==> config.mk <==
export PLATFORM = sky130hd
export DESIGN_NAME = pinmux_switch_sequencer
export DESIGN_NICKNAME = d
export VERILOG_FILES = /design/src/rtl/pinmux_switch_sequencer.sv
export SDC_FILE = /design/constraint.sdc
export NUM_CORES = 1
export LEC_CHECK = 0
export ABC_AREA = 0
export BUFFER_PORTS_ARGS = -buffer_cell sky130_fd_sc_hd__buf_2
export CAP_MARGIN = 20
export CORE_AREA = 2 2 111 134
export CTS_CLUSTER_SIZE = 28
export DETAILED_ROUTE_END_ITERATION = 10
export DIE_AREA = 0 0 113 136
export PLACE_DENSITY = 0.75
export SYNTH_ARGS = -nofsm -noshare
export SYNTH_HDL_FRONTEND = slang
export SYNTH_SLANG_ARGS = --single-unit
==> constraint.sdc <==
create_clock -name clk_i -period 3.25 [get_ports clk_i]
set_input_delay 0.4875 -clock clk_i [delete_from_list [all_inputs] [get_ports clk_i]]
set_output_delay 0.4875 -clock clk_i [all_outputs]
set_load 0.01 [all_outputs]
==> src/rtl/pinmux_switch_sequencer.sv <==
// Glitch-free output pin-mux: every source change tri-states the pin for HOLD_CYCLES before it commits.
// Build macro PINMUX_SWITCH_LOCK_EN adds a sticky cfg_lock_i that rejects all later config requests.
module pinmux_switch_sequencer #(
  parameter int unsigned OUT_PIN_NUM = 19,
  parameter int unsigned SRC_NUM     = 4,
  parameter int unsigned HOLD_CYCLES = 4,
  parameter int unsigned PIN_W       = $clog2(OUT_PIN_NUM),
  parameter int unsigned SEL_W       = $clog2(SRC_NUM)
) (
  input  logic                           clk_i,
  input  logic                           rst_i,
  input  logic                           cfg_req_i,
  input  logic [PIN_W-1:0]               cfg_pin_i,
  input  logic [SEL_W-1:0]               cfg_sel_i,
`ifdef PINMUX_SWITCH_LOCK_EN
  input  logic                           cfg_lock_i,
`endif
  output logic                           cfg_gnt_o,
  output logic                           cfg_err_o,
  output logic                           busy_o,
  input  logic [SRC_NUM*OUT_PIN_NUM-1:0] src_out_i,
  input  logic [SRC_NUM*OUT_PIN_NUM-1:0] src_oe_i,
  output logic [SEL_W*OUT_PIN_NUM-1:0]   sel_o,
  output logic [OUT_PIN_NUM-1:0]         pin_out_o,
  output logic [OUT_PIN_NUM-1:0]         pin_oe_o
);

  localparam int unsigned CNT_W = 8;

  typedef enum logic [1:0] {
    IDLE   = 2'd0,
    BLANK  = 2'd1,
    COMMIT = 2'd2
  } state_t;

  state_t                 state_q;
  logic [CNT_W-1:0]       cnt_q;
  logic [PIN_W-1:0]       pin_q;
  logic [SEL_W-1:0]       new_sel_q;
  logic [SEL_W-1:0]       sel_q [OUT_PIN_NUM];
  logic [OUT_PIN_NUM-1:0] mask_q;

  logic                   locked_c;
  logic                   req_bad_c;
  logic                   req_same_c;
  logic [SEL_W-1:0]       cur_sel_c;
  logic [OUT_PIN_NUM-1:0] mux_out_c;
  logic [OUT_PIN_NUM-1:0] mux_oe_c;

`ifdef PINMUX_SWITCH_LOCK_EN
  logic lock_q;

  // Sticky lock: once sampled high, only reset clears it.
  always_ff @(posedge clk_i or posedge rst_i) begin
    if (rst_i) begin
      lock_q <= 1'b0;
    end else if (cfg_lock_i) begin
      lock_q <= 1'b1;
    end
  end

  assign locked_c = lock_q;
`else
  assign locked_c = 1'b0;
`endif

  // Current selection of the requested pin (0 for out-of-range pins, which are rejected anyway).
  always_comb begin
    cur_sel_c = '0;
    for (int p = 0; p < int'(OUT_PIN_NUM); p++) begin
      if (cfg_pin_i == PIN_W'(p)) begin
        cur_sel_c = sel_q[p];
      end
    end
  end

  assign req_bad_c  = (32'(cfg_pin_i) >= OUT_PIN_NUM) || (32'(cfg_sel_i) >= SRC_NUM) || locked_c;
  assign req_same_c = (cfg_sel_i == cur_sel_c);

  // Per-pin source mux ahead of the output register.
  always_comb begin
    mux_out_c = '0;
    mux_oe_c  = '0;
    for (int p = 0; p < int'(OUT_PIN_NUM); p++) begin
      for (int s = 0; s < int'(SRC_NUM); s++) begin
        if (sel_q[p] == SEL_W'(s)) begin
          mux_out_c[p] = src_out_i[s*int'(OUT_PIN_NUM)+p];
          mux_oe_c[p]  = src_oe_i[s*int'(OUT_PIN_NUM)+p];
        end
      end
    end
  end

  for (genvar g = 0; g < int'(OUT_PIN_NUM); g++) begin : g_sel
    assign sel_o[g*SEL_W +: SEL_W] = sel_q[g];
  end

  // Sequencer FSM with registered pins, grant/error pulses and busy flag.
  always_ff @(posedge clk_i or posedge rst_i) begin
    if (rst_i) begin
      state_q   <= IDLE;
      cnt_q     <= '0;
      pin_q     <= '0;
      new_sel_q <= '0;
      mask_q    <= '0;
      for (int p = 0; p < int'(OUT_PIN_NUM); p++) begin
        sel_q[p] <= '0;
      end
      cfg_gnt_o <= 1'b0;
      cfg_err_o <= 1'b0;
      busy_o    <= 1'b0;
      pin_out_o <= '0;
      pin_oe_o  <= '0;
    end else begin
      cfg_gnt_o <= 1'b0;
      cfg_err_o <= 1'b0;
      pin_out_o <= mux_out_c & ~mask_q;
      pin_oe_o  <= mux_oe_c & ~mask_q;
      case (state_q)
        IDLE: begin
          if (cfg_req_i) begin
            if (req_bad_c) begin
              cfg_gnt_o <= 1'b1;
              cfg_err_o <= 1'b1;
            end else if (req_same_c) begin
              cfg_gnt_o <= 1'b1;
            end else begin
              pin_q             <= cfg_pin_i;
              new_sel_q         <= cfg_sel_i;
              mask_q[cfg_pin_i] <= 1'b1;
              cnt_q             <= CNT_W'(HOLD_CYCLES - 1);
              state_q           <= BLANK;
              busy_o            <= 1'b1;
            end
          end
        end
        BLANK: begin
          if (cnt_q == '0) begin
            sel_q[pin_q]  <= new_sel_q;
            mask_q[pin_q] <= 1'b0;
            state_q       <= COMMIT;
          end else begin
            cnt_q <= cnt_q - CNT_W'(1);
          end
        end
        COMMIT: begin
          cfg_gnt_o <= 1'b1;
          state_q   <= IDLE;
          busy_o    <= 1'b0;
        end
        default: begin
          state_q <= IDLE;
          busy_o  <= 1'b0;
        end
      endcase
    end
  end

endmodule

==> flow_summary.ini, run 1 <==
[outcome]
status = complete, but fails checks
violations = DRC

[floorplanning]
placementRows = 48
die_x_um = 113
initial_utilization = 0.4282
die_height_um = 136
dieArea_mm2 = 0.01537
coreArea_mm2 = 0.01417
io_pins = 241

[setup_path]
crit_type = reg -> reg
cpLargestDelayFamily = compound AO/OA/AOI/OAI gates
ff2ff_path_depth = 9
crit_path_start_kind = flip-flop
r2r_slack_ns = 0.28
r2r_end = new_sel_q[1]
cp_cell_sequence = o21ai_0 -> a2111oi_0 -> a41o_1 -> o31a_1 -> or3b_1 -> o2111a_2 -> nor4_4 -> buf_4 -> mux2_1
critPathMaxStageDelay_ns = 0.44
r2r_start = sel_o[26]
end_kind = flip-flop
crit_fanout = 16
cp.arrival_ns = 3.27
crit_required_ns = 3.54
path_buf_inv = 1
setup.worst_path.start = sel_o[26]
worst_path_max_delay_cell = dfrtp_1

[sta]
timing.final.ws_setup_ns = 0.2775
period_share = 0.9146
finalSetupViolCount = 0
fin_tns_setup_ns = 0
clock_skew_ns = 0.006375
final_max_slew_viol_count = 0
rsz0062_at_grt = false
hold_violations = 0
worst_slew_pin_slew_ns = 0.7864
fin_crit_ns = 2.972
max_slew_margin = 0.4757
fmaxAchievable_mhz = 336.4

[synth]
synth.avg_cell_area_um2 = 12.64
synth-simple-area-share = 0.1515
synth_async_sr_flop_share = 1.000
synth-seq-cells = 115
synth_compound_area_frac = 0.1090
synth_xor_area_frac = 0.001443
syn_area_mm2 = 0.006070
synthAdderAreaFrac = 0.002061
yosysSeqAreaShare = 0.4741
synthMuxAreaShare = 0.2294
syn_nets = 643
yosysWarnings = 0
syn_inst = 480
ys_types = 66
synth_edf_count = 0
yosys_most_used_dff = dfrtp_1
synth_top_family_by_area = multiplexers

[route]
viasPerCell = 5.712
remaining_drc_errors = 16
wire_per_inst_um = 19.08
vias = 5289
drt_pass1_iterations = 8
wl_um = 17670
drtIter0Drc = 312
antenna_left = 0

[global_routing]
track_usage = 0.2313
grt_max_degree = 67
grt.overflow.total = 0
grt_pass1_vias = 5461
antenna_found_initial = 0
grt_first_pass_wirelength_um = 27540

[clocking]
cts-root-buf = clkbuf_16
tritoncts_num_sinks = 115
postCtsSetupBuffers = 0
post_cts_resized = 0
cts_hold_buf = 0
htreeDepth = 4
clk_pin_slew_ns = 0.05
cts_tree = built
numCtsBuffers = 17
clk_latency_ns = 0.42
cts_max_path_buffers = 2

[layout]
fin_area_mm2 = 0.008163
synthToLayoutAreaGrowth_pct = 34.49
final_layout_size_suffix_gt1_frac = 0.5047
nFillCells = 1222
nets = 901
diodes = 0

[place]
port_buffers = 240
hpwl_um = 13530
place_area_mm2 = 0.007527
dp_slack_ns = -0.08336
globalplace.congestion = 0.8845

[power]
irDropWorstVdd_uv = 433.6
p_total_w = 0.005885
power_density_mw_per_mm2 = 721.0
p_leak_nw = 3.929

[min_path]
min_path_type = in -> async

[run]
drv_cap = 0
==> worst max-delay path by stage <==
stage | endpoint | slack [ns] | depth (start not counted)
after floorplan | new_sel_q[0] | 0.42 | 10
after global placement | new_sel_q[0] | 0.04 | 10
after detailed placement | new_sel_q[1] | -0.08 | 10
after CTS | new_sel_q[1] | 0.27 | 9
after global routing | new_sel_q[1] | 0.12 | 9
final | new_sel_q[1] | 0.28 | 9
==> synthesized netlist by cell type, types with 3 or more instances <==
master,n,share of area
a32o_1,19,0.031
o21ai_0,4,0.0033
and2_1,5,0.0052
or3_1,6,0.0062
buf_6,3,0.0056
nor2_1,15,0.0093
o31a_1,4,0.0058
and3b_1,4,0.0058
nor3_1,9,0.0074
mux2_1,7,0.013
nor3b_1,5,0.0062
a21oi_1,11,0.0091
a22oi_1,3,0.0037
nand3_1,11,0.0091
buf_2,4,0.0033
mux2_2,38,0.071
nand2b_1,10,0.010
buf_4,9,0.011
mux2i_1,3,0.0049
a32oi_1,5,0.0072
clkbuf_1,8,0.0049
nand2_1,34,0.021
dfrtp_1,115,0.47
mux4_2,38,0.14
nor2b_1,45,0.046
inv_1,12,0.0074
o21a_1,4,0.0049
==> state kept, by name (all words and copies together) (netlist names) <==
| name | cells |
|---|---|
| busy_o | 1 |
| mask_q | 19 |
| new_sel_q | 2 |
| cfg_gnt_o | 1 |
| pin_out_o | 19 |
| state_q | 2 |
| cfg_err_o | 1 |
| pin_oe_o | 19 |
| sel_o | 38 |
| cnt_q | 8 |
| pin_q | 5 |
==> worst reg2reg max path, stage by stage, from the launching register on <==
cell,delay (ns)
dfrtp_1,0.44
o21ai_0,0.30
a2111oi_0,0.16
a41o_1,0.23
o31a_1,0.29
or3b_1,0.38
o2111a_2,0.19
nor4_4,0.24
buf_4,0.28
mux2_1,0.36
==> power breakdown <==
group / switching [W] / internal, W / total (W)
clock network: 0.000660 / 0.00132 / 0.00198
logic: 0.000714 / 0.000848 / 0.00156
registers: 0.000488 / 0.00186 / 0.00235
total: 0.00186 / 0.00402 / 0.00589
==> kinds of logic (layout without fill, tap and decap cells) <==
| logic type | count (synthesis) | after routing |
|---|---|---|
| mux | 86 | 86 |
| compound gates | 81 | 81 |
| xor+xnor | 1 | 1 |
| flops | 115 | 115 |
| simple gates | 160 | 160 |
| fa+ha+maj | 1 | 1 |
| buf+inv | 36 | 307 |
==> final cells by class <==
cell class	count	area, µm²	share of cell area
clock inverter	13	182.7	0.02238
clock buffer	19	452.9	0.05549
timing repair buffer	263	1386	0.1698
tap	175	219.0	0.02682
sequential	115	2878	0.3525
multi-input combinational	329	2995	0.3670
inverter	12	48.80	0.005978
==> cell usage in the layout, fill, tap and decap left out, drive strengths merged, types with 3 or more instances in the layout <==
cell type,n
buf,263
a32o,19
mux2,45
nor2,15
o21ai,5
mux2i,3
o31a,4
dfrtp,115
nor2b,45
mux4,38
nand3,11
inv,11
o21a,4
a21oi,11
and2,6
clkbuf,19
bufinv,4
clkinvlp,5
or3,6
a32oi,5
nor3b,7
and3b,4
a22oi,3
clkinv,5
nand2b,10
nor3,9
nand2,34
==> per-layer routing <==
metal  GRT usage  share of wire  vias to the layer above
met5           0              0                        -
met4     0.07995          0.018                        0
met3     0.05172          0.061                       28
met2      0.4128           0.54                      211
met1      0.2754           0.38                     2694
li1            -              -                     2356
==> metrics by stage <==
stage | hold WS (ns) | std cells | utilization
floorplan | 0.4256 | 480 | -
global placement | 0.4543 | 894 | 0.5311
detailed placement | 0.4551 | 894 | 0.5311
CTS | 0.2155 | 926 | 0.5759
global route | 0.2547 | 926 | 0.5759
finish | 0.1986 | 926 | 0.5759
Power figures use the tool's default switching activity.
==> inputs of run 2 (changes only) <==
- BUFFER_PORTS_ARGS: -buffer_cell sky130_fd_sc_hd__buf_2 -> -buffer_cell sky130_fd_sc_hd__buf_4
==> run 2 against run 1 <==
Routed wire length up 3.8%; utilization grew 4.0 points; critical path depth is the same; largest power group unchanged; critical path type unchanged; clock power barely moved; first-iteration DRC count grew 30%; sequential share of layout area shrank 2.3 points; the run still ends with DRC left; worst setup slack worse by 0.058 ns; clock-buffer cell count up 2; final area grew 7.0%.
==> flow_summary.ini, run 2 (synthesis results as in run 1) <==
[outcome]
status = complete, but fails checks
violations = DRC

[setup_path]
crit_fanout = 17
path_buf_inv = 1
r2r_end = pin_q[0]
end_kind = flip-flop
cp.arrival_ns = 3.31
crit_type = reg -> reg
cpLargestDelayFamily = compound AO/OA/AOI/OAI gates
worst_path_max_delay_cell = dfrtp_1
critPathMaxStageDelay_ns = 0.45
ff2ff_path_depth = 9
r2r_slack_ns = 0.22
crit_path_start_kind = flip-flop
cp_cell_sequence = o21ai_0 -> a2111oi_0 -> a41o_1 -> o31a_1 -> or3b_1 -> o2111a_2 -> nor4_4 -> buf_4 -> mux2_1
crit_required_ns = 3.53
r2r_start = sel_o[26]

[layout]
synthToLayoutAreaGrowth_pct = 43.93
fin_cells = 921
diodes = 0
final_common_cell = buf_4
nets = 897
final_cell_mix = 257 x buf_4, 115 x dfrtp_1, 45 x nor2b_1
fin_util = 0.6163
final_layout_size_suffix_gt1_frac = 0.5000
nFillCells = 1151
largest_reg_flops = 38

[power]
irDropWorstVdd_uv = 322.6
comb_power_share = 0.289
p_int_w = 0.004231
p_sw_w = 0.001868
p_leak_nw = 4.079
power_density_mw_per_mm2 = 698.1
seq_power_share = 0.389
power_switching_share = 0.3063
clockPowerShare = 0.322

[route]
wire_per_inst_um = 19.91
remaining_drc_errors = 16
viasPerCell = 5.748
drtIter0Drc = 405
drt_pass1_iterations = 8
vias = 5294
antenna_left = 0
wl_um = 18340

[sta]
timing.final.ws_setup_ns = 0.2199
fmaxAchievable_mhz = 330.0
finalSetupViolCount = 0
whs_ns = 0.2244
fin_tns_setup_ns = 0
clock_skew_ns = 0.008096
max_slew_margin = 0.4348
hold_violations = 0
rsz0062_at_grt = false
final_max_slew_viol_count = 0
worst_slew_pin_slew_ns = 0.8478
fin_crit_ns = 3.030
period_share = 0.9323

[floorplanning]
die_height_um = 136
coreArea_mm2 = 0.01417
die_x_um = 113
initial_utilization = 0.4282
io_pins = 241
placementRows = 48
dieArea_mm2 = 0.01537

[global_routing]
grt_max_degree = 62
grt.overflow.total = 0
track_usage = 0.2377
grt_first_pass_wirelength_um = 28410
antenna_found_initial = 0
grt_pass1_vias = 5572

[clocking]
cts_hold_buf = 0
cts_max_path_buffers = 2
htreeDepth = 4
postCtsSetupBuffers = 0
cts-root-buf = clkbuf_16
numCtsBuffers = 17
cts_tree = built
tritoncts_num_sinks = 115
post_cts_resized = 0
clk_pin_slew_ns = 0.05
clk_latency_ns = 0.41

[run]
drv_cap = 0

[place]
place_inst = 890
hpwl_um = 13900
dp_slack_ns = -0.1053
port_buffers = 240
globalplace.congestion = 0.8906

[min_path]
min_path_type = in -> async
[run 2: cell type report]
| class | count | area (µm²) | area share |
|---|---|---|---|
| multi-input combinational | 329 | 2995 | 0.3429 |
| sequential | 115 | 2878 | 0.3294 |
| timing repair buffer | 259 | 1969 | 0.2254 |
| clock buffer | 21 | 470.5 | 0.05385 |
| tap | 175 | 219.0 | 0.02506 |
| clock inverter | 10 | 155.1 | 0.01776 |
| inverter | 12 | 48.80 | 0.005586 |
[run 2: worst reg2reg max path, stage by stage, from the launching register on]
cell       delay (ns)
dfrtp_1          0.45
o21ai_0          0.28
a2111oi_0        0.16
a41o_1           0.23
o31a_1           0.30
or3b_1           0.38
o2111a_2         0.18
nor4_4           0.24
buf_4            0.31
mux2_1           0.37
[run 2: metal layers]
layer,up-vias,share of wire,global-route usage
met5,-,0,0
met4,0,0.018,0.06640
met3,22,0.069,0.05528
met2,229,0.55,0.4378
met1,2694,0.37,0.2765
li1,2349,-,-
[run 2: worst max-delay path by stage]
stage / startpoint / end / slack, ns / cells past startpoint
3_5_place_dp: cfg_pin_i[1] / pin_q[0] / -0.11 / 10
4_1_cts: sel_o[26] / pin_q[0] / 0.25 / 9
5_1_grt: cfg_pin_i[1] / pin_q[2] / 0.11 / 10
3_3_place_gp: cfg_pin_i[1] / pin_q[2] / -0.06 / 11
6_report: sel_o[26] / pin_q[0] / 0.22 / 9
2_1_floorplan: cfg_pin_i[3] / new_sel_q[0] / 0.42 / 10
[run 2: through the flow]
| stage | total power (W) | cell area [µm²] |
|---|---|---|
| floorplan | 0.003233 | 6073 |
| global placement | 0.004078 | 8110 |
| detailed placement | 0.004156 | 8110 |
| CTS | 0.006131 | 8736 |
| global route | 0.006393 | 8736 |
| finish | 0.006099 | 8736 |
[run 2: power groups by stage]
stage	logic [W]	registers [W]	clock network [W]
after floorplan	0.000924	0.00231	0
after global placement	0.00171	0.00237	0
after detailed placement	0.00176	0.00239	0
after CTS	0.00177	0.00237	0.00198
after global routing	0.00190	0.00244	0.00206
final	0.00176	0.00237	0.00197
==> inputs of run 3 (changes only) <==
- BUFFER_PORTS_ARGS: -buffer_cell sky130_fd_sc_hd__buf_4 -> -buffer_cell sky130_fd_sc_hd__buf_2
- CELL_PAD_IN_SITES_DETAIL_PLACEMENT: unset -> 1
- CELL_PAD_IN_SITES_GLOBAL_PLACEMENT: unset -> 2
- CORE_AREA: 2 2 111 134 -> 2 2 138 167
- DIE_AREA: 0 0 113 136 -> 0 0 140 169
- PLACE_DENSITY: 0.75 -> unset
- PLACE_DENSITY_LB_ADDON: unset -> 0.1
==> run 3 against run 2 <==
The run still ends with DRC left; maximum frequency increased by 3.7%; non-clock buffer count rose by 13; total power down 3.2%; combinational power fell by 9.7%; worst setup slack improved by 0.11 ns; register-to-register slack better by 0.11 ns; critical path type unchanged; largest power group unchanged.
==> flow_summary.ini, run 3 (synthesis results as in run 1) <==
[floorplanning]
coreArea_mm2 = 0.02215
placementRows = 60
die_x_um = 140
dieArea_mm2 = 0.02366
io_pins = 241
initial_utilization = 0.2741
die_height_um = 169

[setup_path]
r2r_slack_ns = 0.33
ff2ff_path_depth = 9
crit_type = reg -> reg
cp.arrival_ns = 3.21
crit_required_ns = 3.54
crit_fanout = 24
r2r_end = pin_q[3]
crit_path_start_kind = flip-flop
end_kind = flip-flop
r2r_start = sel_o[26]

[layout]
final_common_cell = buf_2
synthToLayoutAreaGrowth_pct = 37.48
diodes = 0
largest_reg_flops = 38
final_cell_mix = 240 x buf_2, 115 x dfrtp_1, 45 x nor2b_1
nets = 910
final_layout_size_suffix_gt1_frac = 0.5072

[clocking]
postCtsSetupBuffers = 0
cts_hold_buf = 0
htreeDepth = 4
cts_tree = built
cts-root-buf = clkbuf_16
cts_max_path_buffers = 2
post_cts_resized = 0
tritoncts_num_sinks = 115
clk_pin_slew_ns = 0.05
clk_latency_ns = 0.41
numCtsBuffers = 17

[sta]
final_max_slew_viol_count = 0
fin_tns_setup_ns = 0
finalSetupViolCount = 0
timing.final.ws_setup_ns = 0.3267
fmaxAchievable_mhz = 342.1
hold_violations = 0
worst_slew_pin_slew_ns = 0.8812
clock_skew_ns = 0.007567
max_slew_margin = 0.4125
fin_crit_ns = 2.923
rsz0062_at_grt = false
period_share = 0.8995

[power]
power_density_mw_per_mm2 = 707.6
irDropWorstVdd_uv = 366.5
p_leak_nw = 3.971

[outcome]
violations = DRC
status = complete, but fails checks

[place]
hpwl_um = 15850
globalplace.congestion = 0.8469
dp_slack_ns = 0.001365
port_buffers = 240

[global_routing]
grt.overflow.total = 0
track_usage = 0.1741
antenna_found_initial = 0
grt_first_pass_wirelength_um = 31910
grt_max_degree = 74
grt_pass1_vias = 5676

[run]
drv_cap = 0

[route]
viasPerCell = 5.026
wire_per_inst_um = 19.64
antenna_left = 0
drtIter0Drc = 186
vias = 5217
drt_pass1_iterations = 9
wl_um = 20380
remaining_drc_errors = 19

[min_path]
min_path_type = in -> async
## run 3: changes by cell type in the layout (fill, tap and decap cells not counted)
cell / change
buf_2: +240
buf_4: -227
clkbuf_8: -2
clkbuf_1: +1
clkinv_2: +1
## run 3: routing by layer
layer / routed length [µm] / GRT usage
met1: 8422 / 0.2086
met2: 10900 / 0.3183
met3: 860 / 0.03847
met4: 195 / 0.04128
met5: 0 / 0
## run 3: worst max path at each step
stage                     slack [ns]  cells past startpoint      endpoint          from
after global routing            0.17                     10      pin_q[3]  cfg_pin_i[2]
after detailed placement       0.001                      9      pin_q[2]  cfg_pin_i[4]
after global placement          0.02                      9      pin_q[2]  cfg_pin_i[4]
after floorplan                 0.42                     10  new_sel_q[0]  cfg_pin_i[3]
after CTS                       0.31                      9      pin_q[1]     sel_o[26]
final                           0.33                      9      pin_q[3]     sel_o[26]
## run 3: layout make-up
class,instances,area [µm²]
Clock buffer,20,446.7
Inverter,12,48.80
Sequential cell,115,2878
Fill cell,2464,13800
Multi-Input combinational cell,329,2995
Timing Repair Buffer,272,1466
Clock inverter,11,160.2
Tap cell,279,349.1
## run 3: critical path, stage by stage (launching register included)
cell	delay [ns]
dfrtp_1	0.45
o21ai_0	0.26
a2111oi_0	0.14
a41o_1	0.23
o31a_1	0.30
or3b_1	0.38
o2111a_2	0.19
nor4_4	0.29
buf_12	0.23
mux2_1	0.34
## run 3: report_power, final
part,total (W),internal [W],switching [W]
Clock,0.00194,0.00129,0.000652
Combinational,0.00159,0.000859,0.000731
Sequential,0.00237,0.00186,0.000515
## run 3: through the flow
| step | instance area [µm²] | cells | total power (W) | hold WS, ns | utilization |
|---|---|---|---|---|---|
| after floorplan | 6073 | 480 | 0.003233 | 0.4256 | - |
| after global placement | 7737 | 1007 | 0.003973 | 0.4559 | 0.3494 |
| after detailed placement | 7737 | 1007 | 0.004033 | 0.4678 | 0.3494 |
| after CTS | 8344 | 1038 | 0.006014 | 0.1618 | 0.3768 |
| after global routing | 8344 | 1038 | 0.006266 | 0.1822 | 0.3768 |
| final | 8344 | 1038 | 0.005904 | 0.1533 | 0.3768 |
